==> src/rtl/reward_spawner.sv <==
// Reward offer initiator: draws LFSR positions/types and holds each offer until collected or expired.
// Outputs are registered; an offer appears one clk after the first valid candidate seen in DRAW.
module reward_spawner #(
  parameter logic [15:0] SEED        = 16'hACE1,
  parameter int          SPAWN_DELAY = 8,
  parameter int          LIFETIME    = 40,
  parameter int          X_MAX       = 24,
  parameter int          Y_MAX       = 18
) (
  input  logic       clk,
  input  logic       rst,
  input  logic       tick_4hz,
  input  logic       enable,
  input  logic       set_finish,
  input  logic [4:0] mytank_xpos,
  input  logic [4:0] mytank_ypos,
  output logic       set_require,
  output logic [2:0] reward_type,
  output logic [4:0] random_xpos,
  output logic [4:0] random_ypos,
  output logic       dout,
  output logic [7:0] collected_cnt,
  output logic [7:0] expired_cnt
);

  localparam logic [15:0] SEED_EFF = (SEED == 16'h0000) ? 16'h0001 : SEED;
  localparam logic [7:0]  DELAY_N  = 8'(SPAWN_DELAY);
  localparam logic [7:0]  LIFE_N   = 8'(LIFETIME);
  localparam logic [4:0]  XM       = 5'(X_MAX);
  localparam logic [4:0]  YM       = 5'(Y_MAX);

  typedef enum logic [1:0] {IDLE, DELAY, DRAW, OFFER} state_t;

  state_t      state_q;
  logic [15:0] lfsr_q, lfsr_d;
  logic [7:0]  tick_cnt_q, tick_cnt_inc;
  logic [4:0]  cx, cy;
  logic [2:0]  ct;
  logic        cand_ok;

  always_comb begin
    lfsr_d  = {lfsr_q[14:0], lfsr_q[15] ^ lfsr_q[13] ^ lfsr_q[12] ^ lfsr_q[10]};
    cx      = lfsr_q[4:0];
    cy      = lfsr_q[9:5];
    ct      = {1'b0, lfsr_q[11:10]} + 3'd1;
    cand_ok = (cx != 5'd0) && (cx <= XM) && (cy != 5'd0) && (cy <= YM) &&
              !((cx == mytank_xpos) && (cy == mytank_ypos));
  end

  assign tick_cnt_inc = tick_cnt_q + 8'd1;
  assign dout         = lfsr_q[0];

  // The LFSR free-runs in every state so DRAW retries see a fresh candidate each clk.
  always_ff @(posedge clk) begin
    if (rst) lfsr_q <= SEED_EFF;
    else     lfsr_q <= lfsr_d;
  end

  always_ff @(posedge clk) begin
    if (rst) begin
      state_q       <= IDLE;
      tick_cnt_q    <= 8'd0;
      set_require   <= 1'b0;
      reward_type   <= 3'd0;
      random_xpos   <= 5'd0;
      random_ypos   <= 5'd0;
      collected_cnt <= 8'd0;
      expired_cnt   <= 8'd0;
    end else if (!enable) begin
      state_q     <= IDLE;
      tick_cnt_q  <= 8'd0;
      set_require <= 1'b0;
      reward_type <= 3'd0;
      random_xpos <= 5'd0;
      random_ypos <= 5'd0;
    end else begin
      case (state_q)
        IDLE: begin
          state_q    <= DELAY;
          tick_cnt_q <= 8'd0;
        end
        DELAY: begin
          if (tick_4hz) begin
            tick_cnt_q <= tick_cnt_inc;
            if (tick_cnt_inc == DELAY_N) state_q <= DRAW;
          end
        end
        DRAW: begin
          if (cand_ok) begin
            set_require <= 1'b1;
            reward_type <= ct;
            random_xpos <= cx;
            random_ypos <= cy;
            tick_cnt_q  <= 8'd0;
            state_q     <= OFFER;
          end
        end
        OFFER: begin
          // Collection takes priority over a coincident expiry strobe.
          if (set_finish) begin
            set_require <= 1'b0;
            reward_type <= 3'd0;
            random_xpos <= 5'd0;
            random_ypos <= 5'd0;
            tick_cnt_q  <= 8'd0;
            state_q     <= DELAY;
            if (collected_cnt != 8'hFF) collected_cnt <= collected_cnt + 8'd1;
          end else if (tick_4hz) begin
            tick_cnt_q <= tick_cnt_inc;
            if (tick_cnt_inc == LIFE_N) begin
              set_require <= 1'b0;
              reward_type <= 3'd0;
              random_xpos <= 5'd0;
              random_ypos <= 5'd0;
              tick_cnt_q  <= 8'd0;
              state_q     <= DELAY;
              if (expired_cnt != 8'hFF) expired_cnt <= expired_cnt + 8'd1;
            end
          end
        end
        default: state_q <= IDLE;
      endcase
    end
  end

endmodule

==> config.mk <==
export PLATFORM = sky130hd
export DESIGN_NAME = reward_spawner
export DESIGN_NICKNAME = d
export VERILOG_FILES = /design/src/rtl/reward_spawner.sv
export SDC_FILE = /design/constraint.sdc
export NUM_CORES = 1
export LEC_CHECK = 0
export CAP_MARGIN = 20
export CELL_PAD_IN_SITES_DETAIL_PLACEMENT = 1
export CELL_PAD_IN_SITES_GLOBAL_PLACEMENT = 1
export CORE_MARGIN = 5
export CORE_UTILIZATION = 39
export CTS_CLUSTER_SIZE = 10
export DETAILED_ROUTE_END_ITERATION = 12
export GPL_ROUTABILITY_DRIVEN = 0
export GPL_TIMING_DRIVEN = 0
export PLACE_DENSITY = 0.75
export SETUP_SLACK_MARGIN = 0.05
export SYNTH_ARGS = -nofsm -noshare
export SYNTH_HDL_FRONTEND = slang
export SYNTH_SLANG_ARGS = --single-unit
==> constraint.sdc <==
create_clock -name clk -period 2.2 [get_ports clk]
set_input_delay 0.55 -clock clk [delete_from_list [all_inputs] [get_ports clk]]
set_output_delay 0.55 -clock clk [all_outputs]
set_load 0.005 [all_outputs]
[Word-level counts from Yosys, hierarchy flattened]
Cells that the tools add are included.
Word-level totals
  flip-flop bits (word level): 56
  input bits: 15
  output and inout port bits: 31
  logic and storage cells: 80
Cells by class
  $add $sub $neg: 4
  order comparisons: 2
  eq/ne operators: 14
  multiplexer cells: 30
  bitwise logic cells: 5
  reduce and logical (&&, ||, !) cells: 16
Operator list (count)
  $mux W8: 5
  $pmux W8 S4: 1
  $mux W5: 5
  $add A8 B1 Y8 const B: 3
  $pmux W5 S2: 2
  $ne A8 B8 Y1 const B: 2
  $mux W2: 6
  $mux W3: 4
  $eq A5 B5 Y1: 2
  $le A5 B5 Y1 const B: 2
  $reduce_bool A5 Y1: 2
  $eq A8 B4 Y1 const B: 1
  $eq A8 B6 Y1 const B: 1
  $pmux W2 S4: 1
  $reduce_and A4 Y1: 2
  $ne A2 B2 Y1 const B: 3
  $ne A3 B3 Y1 const B: 2
  $pmux W3 S2: 1
  $reduce_and A6 Y1: 1
  $logic_and A1 B1 Y1: 5
  $reduce_and A5 Y1: 1
  $eq A2 B2 Y1 const B: 2
  $mux W1: 4
  $add A2 B1 Y3 const B: 1
  9 further kinds: 12

[Depth between registers and ports, before layout]
Gate-level depths: netlist of the first run.
  word-level depth: 7
  depth in mapped cells: 8
  mapped depth without buffers: 7

[Worst setup path after synthesis of the first run]
Ideal clock, no wire load.
  kind: reg-to-reg
  from: reg tick_cnt_q[0]
  to: reg expired_cnt[5]
  library setup time: 0.128 ns
  arrival: 1.870 ns
  data required time: 2.072 ns
  path slack: 0.202 ns
  cell stages (with the launch flop): 9
  buffers on the path: 1
  clock period less this slack: 1.998 ns
  cells stage by stage: dfxtp_1 > ha_1 > nand4bb_1 > o22ai_1 > o2111ai_1 > clkbuf_1 > nor4_1 > xnor2_1 > nor2_1
Between the ends
  word-level cells in the longest chain between the ends: 3
Ends and longest elaborated chain
  from (decl): line 36  | logic [7:0] tick_cnt_q, tick_cnt_inc;
  from (signal assigned): line 84  | tick_cnt_q <= tick_cnt_inc;
  from (signal assigned): line 109  | tick_cnt_q <= tick_cnt_inc;
  $add A8 B1 Y8: line 50  | assign tick_cnt_inc = tick_cnt_q + 8'd1;
  $eq A8 B6 Y1: line 110  | if (tick_cnt_inc == LIFE_N) begin
  $reduce_and A6 Y1 (no source line)
  to (signal assigned): line 117  | if (expired_cnt != 8'hFF) expired_cnt <= expired_cnt + 8'd1;
  to (decl): line 23  | output logic [7:0] expired_cnt
No other way between the ends.
A chain may end at the register's enable or synchronous reset.

[Final worst setup path of the first run]
  from: in mytank_ypos[2]
  to: reg random_ypos[0]
Between the ends
  word-level cells in the longest chain between the ends: 6
Ends and longest elaborated chain
  from (decl): line 16  | input logic [4:0] mytank_ypos,
  $eq A5 B5 Y1: line 47  | !((cx == mytank_xpos) && (cy == mytank_ypos));
  $logic_and A1 B1 Y1: line 47
  $logic_not A1 Y1: line 47
  $logic_and A1 B1 Y1: line 46  | cand_ok = (cx != 5'd0) && (cx <= XM) && (cy != 5'd0) && (cy <= YM) &&
  $ne A2 B2 Y1 (no source line)
  $reduce_and A4 Y1 (no source line)
  to (signal assigned): line 93  | random_ypos <= cy;
  to (decl): line 20  | output logic [4:0] random_ypos,
No other way between the ends.

==> metrics.yaml, run 1 <==
outcome:
  outcome: "completed"
grt:
  grt_util_met3: 0.0347
  grt_use_met1: 0.208
  antenna_found_initial: 0
  grtUsageTotal: 0.166
  grt_pass1_wl_um: 11400
  grt_use_met2: 0.285
  grt_pass1_vias: 2390
  grt_start_max_net_pins: 19
  overflow: 0
  grt_most_used_layer: "met2"
yosys:
  yosys_warnings: 0
  synth_top_area_frac: 0.435
  syn_area_mm2: 0.00257
  synth.area.mux_share: 0
  synth_top_flop_cell: "dfxtp_1"
  ys_types: 46
  synth-xor-area-share: 0.0952
  synth_compound_area_frac: 0.144
  synth_edf_count: 0
  ys_ff_latch: 56
  yosys.area_share.simple: 0.247
  synth_seq_area_share: 0.435
  synth_top_family_by_area: "simple AND/OR/NAND/NOR gates"
  synth.most_common_cell: "dfxtp_1"
  synth_nets: 305
  yosys.area_share.adder: 0.0437
  synth_top_cell_by_area: "dfxtp_1"
  synthTopCellsByArea: "dfxtp_1 (44%), xnor2_1 (7.8%), ha_1 (4.4%), a22o_1 (4.1%), nor2_1 (3.5%)"
  ys_top_cells_by_count: "dfxtp_1 (56), nor2_1 (24), xnor2_1 (23), nand2_1 (17), a21oi_1 (13)"
  netlist_instances: 281
  async_reset_ff_frac: 0
  avgSynthCellArea_um2: 9.16
cts:
  worstSkewPairLatency_ps: 320
  cts_buffer_depth: 2
  clk_root_buffer_cell: "clkbuf_8"
  cts_tree: "built"
  cts_hold_buf: 0
  cts_inserted_buffers: 5
  clkTransAtPathRegs_ps: 100
  clock_sinks: 56
  h-tree-depth: 2
min_path:
  hp-class: "flip-flop to flip-flop"
timing:
  setup_slack_ps: 105
  setup_viol: 0
  maxSlewHeadroom: 0.546
  fin_tns_setup_ps: 0
  drv_slew: 0
  grt_setup_unrepaired: "true"
  hold_viol: 0
  fmax_mhz: 477
  finalCriticalPeriod_ps: 2090
  skew_ps: 7.49
  worst_slew_pin_slew_ps: 681
  period_share: 0.952
worst_setup_path:
  critPathBufInv: 2
  worstSetupEndpointType: "flip-flop"
  cp.required_ps: 2420
  critical-path-top-delay-family: "simple AND/OR/NAND/NOR gates"
  cp_max_fo: 10
  r2r_slack_ps: 110
  cp-start-kind: "primary input"
  cpMaxStageDelayCell: "clkdlybuf4s50_1"
  cp.arrival_ps: 2310
  critPathKind: "primary input to flip-flop"
  crit_chain: "clkdlybuf4s50_1, xnor2_1, nand4_1, nor3_4, or2_4, nor4_4, buf_6, a22o_2"
  slowest_delay_ps: 480
place:
  pre_cts_slack_ps: -809
  io_buffers: 44
  hpwl_um: 4860
  dpl.cell_count: 402
route:
  viasPerCell: 5.46
  firstDrtPassIters: 4
  detail_route.wl_per_cell_um: 16.5
  wirelength_um: 6830
  vias: 2261
  final_antenna_net_count: 0
  drt_iter0_markers: 64
  drc: 0
final_layout:
  diodes: 0
  num-fill-cells: 738
  finalNonFillerCells: 414
  syn2layout_area_growth_pct: 31.4
  final_nets: 360
  drive_gt1_frac: 0.157
die:
  die_h_um: 91.3
  rows: 29
  dieWidth_um: 91.3
  dieArea_mm2: 0.00833
  core_mm2: 0.00639
  initial_core_util: 0.403
  io_pins: 46
power_and_ir_drop:
  p_leak_nw: 1.18
  vdd_drop_max_uv: 293
  p_per_area_mw_per_mm2: 595
run:
  maxCapViolCount: 0
## sequential cells by signal, summed over array words and instances (netlist names)
register	flops
state_q	2
reward_type	3
random_ypos	5
set_require	1
expired_cnt	8
random_xpos	5
tick_cnt_q	8
collected_cnt	8
lfsr_q	16
## kinds of logic (layout without fill, tap and decap cells)
group,Yosys count,in the layout
simple gates,116,116
flops,56,56
compound gates,54,54
xor+xnor,28,28
buf+inv,18,74
fa+ha+maj,9,9
## repair_timing
item | 4_1_cts | 5_1_grt
pin swaps | 3 | 7
endpoints found under the setup margin | 27 | 28
resized for setup | 19 | 17
setup buffers | 3 | 2
## layout make-up
cell class	instances	area (µm²)	area share
multi-input cells	207	1460	0.431
flip-flops and latches	56	1130	0.334
repair buffers	49	480	0.142
well taps	77	96.3	0.0285
plain buffers	11	80.1	0.0237
clock buffers	5	68.8	0.0203
clock inverters	3	46.3	0.0137
inverters	6	22.5	0.00665
## power by group
group          leakage, nW  switching [mW]  internal [mW]  total [mW]
Combinational        0.666           0.113          0.118       0.230
Sequential           0.458          0.0343           1.04        1.08
Clock               0.0600           0.360          0.346       0.705
Total                 1.18           0.506           1.51        2.01
## worst paths after layout
| path | startpoint | endpoint | depth (start not counted) |
|---|---|---|---|
| worst max-delay path | mytank_ypos[2] | random_ypos[0] | 8 |
| worst min-delay path | lfsr_q[14] | lfsr_q[15] | 1 |
| worst max register to register | lfsr_q[5] | tick_cnt_q[0] | 6 |
| worst min register to register | lfsr_q[14] | lfsr_q[15] | 1 |
## cell usage in the layout (no fill, tap or decap), types with 3 or more instances in the layout
master	n
or4_1	4
o21ai_0	10
a31oi_1	3
or2_2	8
dfxtp_2	5
clkbuf_8	5
clkbuf_1	3
nand2_1	17
clkdlybuf4s50_1	43
a21oi_1	12
and3_1	4
a22o_1	12
nand3_1	11
nand4_1	7
nor2b_1	9
nand2b_1	3
nor2_1	22
xor2_1	5
nor3_1	9
xnor2_1	23
inv_1	6
dfxtp_1	50
buf_4	6
ha_1	7
nand3b_1	3
## routing by layer
| metal | routed length, µm | share of wire |
|---|---|---|
| met1 | 3090 | 0.45 |
| met2 | 3430 | 0.50 |
| met3 | 181 | 0.027 |
| met4 | 122 | 0.018 |
| met5 | 0 | 0 |
## stage by stage
step / util / hold slack, ps / power [mW] / cell area, µm²
after global placement: 0.487 / 392 / 1.30 / 3110
after CTS: 0.519 / 422 / 2.02 / 3310
final: 0.530 / 420 / 2.01 / 3380
after detailed placement: 0.487 / 396 / 1.30 / 3110
after global routing: 0.530 / 444 / 2.09 / 3380
after floorplan: - / 389 / 1.22 / 2570
Power figures use the tool's default switching activity.
==> run 2, diff against run 1 <==
Settings changed: CTS_BUF_LIST from default to sky130_fd_sc_hd__clkbuf_16, GPL_TIMING_DRIVEN 0 to default.
==> run 2 against run 1 <==
  * Setup slack got worse by 38 ps
  * Core utilization increased by 1.7 points
  * Clock-buffer cell count unchanged
  * Maximum frequency decreased by 1.8%
  * Cell count increased by 3.1%
  * Die area unchanged
  * Design area increased by 3.1%
  * Sequential share of layout area decreased by 1.3 points
  * Power increased by 11%
  * Via count increased by 1.2%
  * Largest power group unchanged
  * Wire length increased by 2.5%
  * Combinational power increased by 7%
  * Largest cell class unchanged
==> metrics.yaml, run 2 (synthesis gave the netlist of run 1 again) <==
outcome:
  outcome: "completed"
cts:
  cts_buffer_depth: 2  # unchanged
  clk_root_buffer_cell: "clkbuf_16"
  clock_sinks: 56  # unchanged
  cts_inserted_buffers: 5  # unchanged
  cts_tree: "built"
  worstSkewPairLatency_ps: 300  # -20 ps
  clkTransAtPathRegs_ps: 70  # -30 ps
  h-tree-depth: 2  # unchanged
  cts_hold_buf: 0  # unchanged
final_layout:
  drive_gt1_frac: 0.171  # +0.0142
  mostFrequentLayoutCells: "dfxtp_1 (56), clkdlybuf4s50_1 (45), buf_4 (28), nor2_1 (24), xnor2_1 (22)"
  post-route-util: 0.547  # +0.0167
  diodes: 0  # unchanged
  final_nets: 373  # +3.6%
  finalNonFillerCells: 427  # +3.1%
  top_register: "lfsr_q"
  final_common_cell: "dfxtp_1"
  syn2layout_area_growth_pct: 35.6
  largest_register_ffs: 16  # unchanged
route:
  vias: 2289  # +1.2%
  drt-met1-wl_um: 3270  # +5.7%
  top_layer: "met4"
  met3WireLength_um: 186  # +2.8%
  drc: 0  # unchanged
  wirelength_um: 7000  # +2.5%
  viasPerCell: 5.36  # -1.8%
  final_antenna_net_count: 0  # unchanged
  drt_iter0_markers: 54  # -16%
  dr_wl_met2_um: 3480  # +1.4%
  detail_route.wl_per_cell_um: 16.4  # -0.59%
  firstDrtPassIters: 4  # unchanged
timing:
  drv_slew: 0  # unchanged
  maxSlewHeadroom: 0.695  # +0.149
  setup_slack_ps: 67.4  # -37.8 ps
  period_share: 0.969  # +0.0172
  fmax_mhz: 469  # -1.8%
  skew_ps: 6.43  # -1.06 ps
  fin_tns_setup_ps: 0  # unchanged
  hold_viol: 0  # unchanged
  finalHoldWorstSlack_ps: 419  # -0.184 ps
  finalCriticalPeriod_ps: 2130  # +37.8 ps
  worst_slew_pin_slew_ps: 454  # -227 ps
  grt_setup_unrepaired: "true"
  setup_viol: 0  # unchanged
die:
  rows: 29  # unchanged
  io_pins: 46  # unchanged
  die_h_um: 91.3  # unchanged
  dieArea_mm2: 0.00833  # unchanged
  initial_core_util: 0.403  # unchanged
  dieWidth_um: 91.3  # unchanged
  core_mm2: 0.00639  # unchanged
power_and_ir_drop:
  p_per_area_mw_per_mm2: 642  # +7.9%
  p_leak_nw: 1.25  # +5.7%
  vdd_drop_max_uv: 486  # +66%
worst_setup_path:
  cp_max_fo: 11  # +1
  cp.required_ps: 2390  # -30 ps
  r2r_start: "lfsr_q[5]"
  slowest_delay_ps: 430  # -50 ps
  worstSetupEndpointType: "flip-flop"
  crit_start: "mytank_ypos[3]"
  cpMaxStageDelayCell: "clkdlybuf4s50_1"
  critPathKind: "primary input to flip-flop"
  crit_chain: "clkdlybuf4s50_1, xnor2_1, nand3_1, nor3_2, or2_4, nor4_4, buf_4, a22o_2"
  cp.arrival_ps: 2320  # about the same
  cp-start-kind: "primary input"
grt:
  grt_pass1_vias: 2425  # +1.5%
  grtUsageTotal: 0.162  # -0.00338
  antenna_found_initial: 0  # unchanged
  overflow: 0  # unchanged
  grt_pass1_wl_um: 11200  # -2.1%
  grt_start_max_net_pins: 33  # +14
place:
  hpwl_um: 5050  # +3.8%
  io_buffers: 45  # +2.3%
  pre_cts_slack_ps: -295  # +514 ps
  dpl.cell_count: 417  # +3.7%
min_path:
  worstHoldStart: "lfsr_q[14]"
  hp-class: "flip-flop to flip-flop"
run:
  maxCapViolCount: 0  # unchanged
run 2: per-stage QoR:
step                      power, mW  instance area (µm²)
after floorplan                1.22                 2570
after global placement         1.32                 3250
after detailed placement       1.33                 3250
after CTS                      2.26                 3440
after global routing           2.33                 3490
final                          2.24                 3490
run 2: layer usage:
| metal | track usage | vias to the layer above |
|---|---|---|
| met1 | 0.207 | 1119 |
| met4 | 0.0403 | 0 |
| met2 | 0.278 | 29 |
| met3 | 0.0364 | 5 |
| met5 | 0 | - |
| li1 | - | 1136 |
run 2: area by class of cell:
type / count / area [µm²]
Clock inverter: 3 / 46.3
Tap cell: 77 / 96.3
Inverter: 6 / 22.5
Fill cell: 746 / 2900
Timing Repair Buffer: 73 / 661
Multi-Input combinational cell: 207 / 1420
Clock buffer: 5 / 125
Sequential cell: 56 / 1120
run 2: where the power goes:
| part | total [mW] | switching, mW | internal (mW) |
|---|---|---|---|
| Combinational | 0.246 | 0.115 | 0.131 |
| Sequential | 1.07 | 0.0297 | 1.04 |
| Clock | 0.922 | 0.378 | 0.544 |
run 2: worst paths after layout:
path,endpoint,slack [ps],cells past startpoint
worst min register to register,lfsr_q[15],420,1
worst max register to register,tick_cnt_q[0],160,6
worst max-delay path,random_ypos[0],70,8
worst min-delay path,lfsr_q[15],420,1
run 2: timing repair:
action	4_1_cts	5_1_grt
endpoints found under the setup margin	15	25
setup buffers	2	0
gates resized for setup	1	9
pin swaps	1	1
run 2: critical path, delay by kind of cell:
family / cells / cell delay, ps
buffers and inverters: 2 / 610
AND/OR/NAND/NOR: 4 / 690
XOR/XNOR: 1 / 210
AO/OA/AOI/OAI: 1 / 260
==> run 3, diff against run 2 <==
Settings changed: SKIP_LAST_GASP from default to 1.
==> results of run 3 <==
No change in the layout: final DEF, timing and power equal those of run 2.
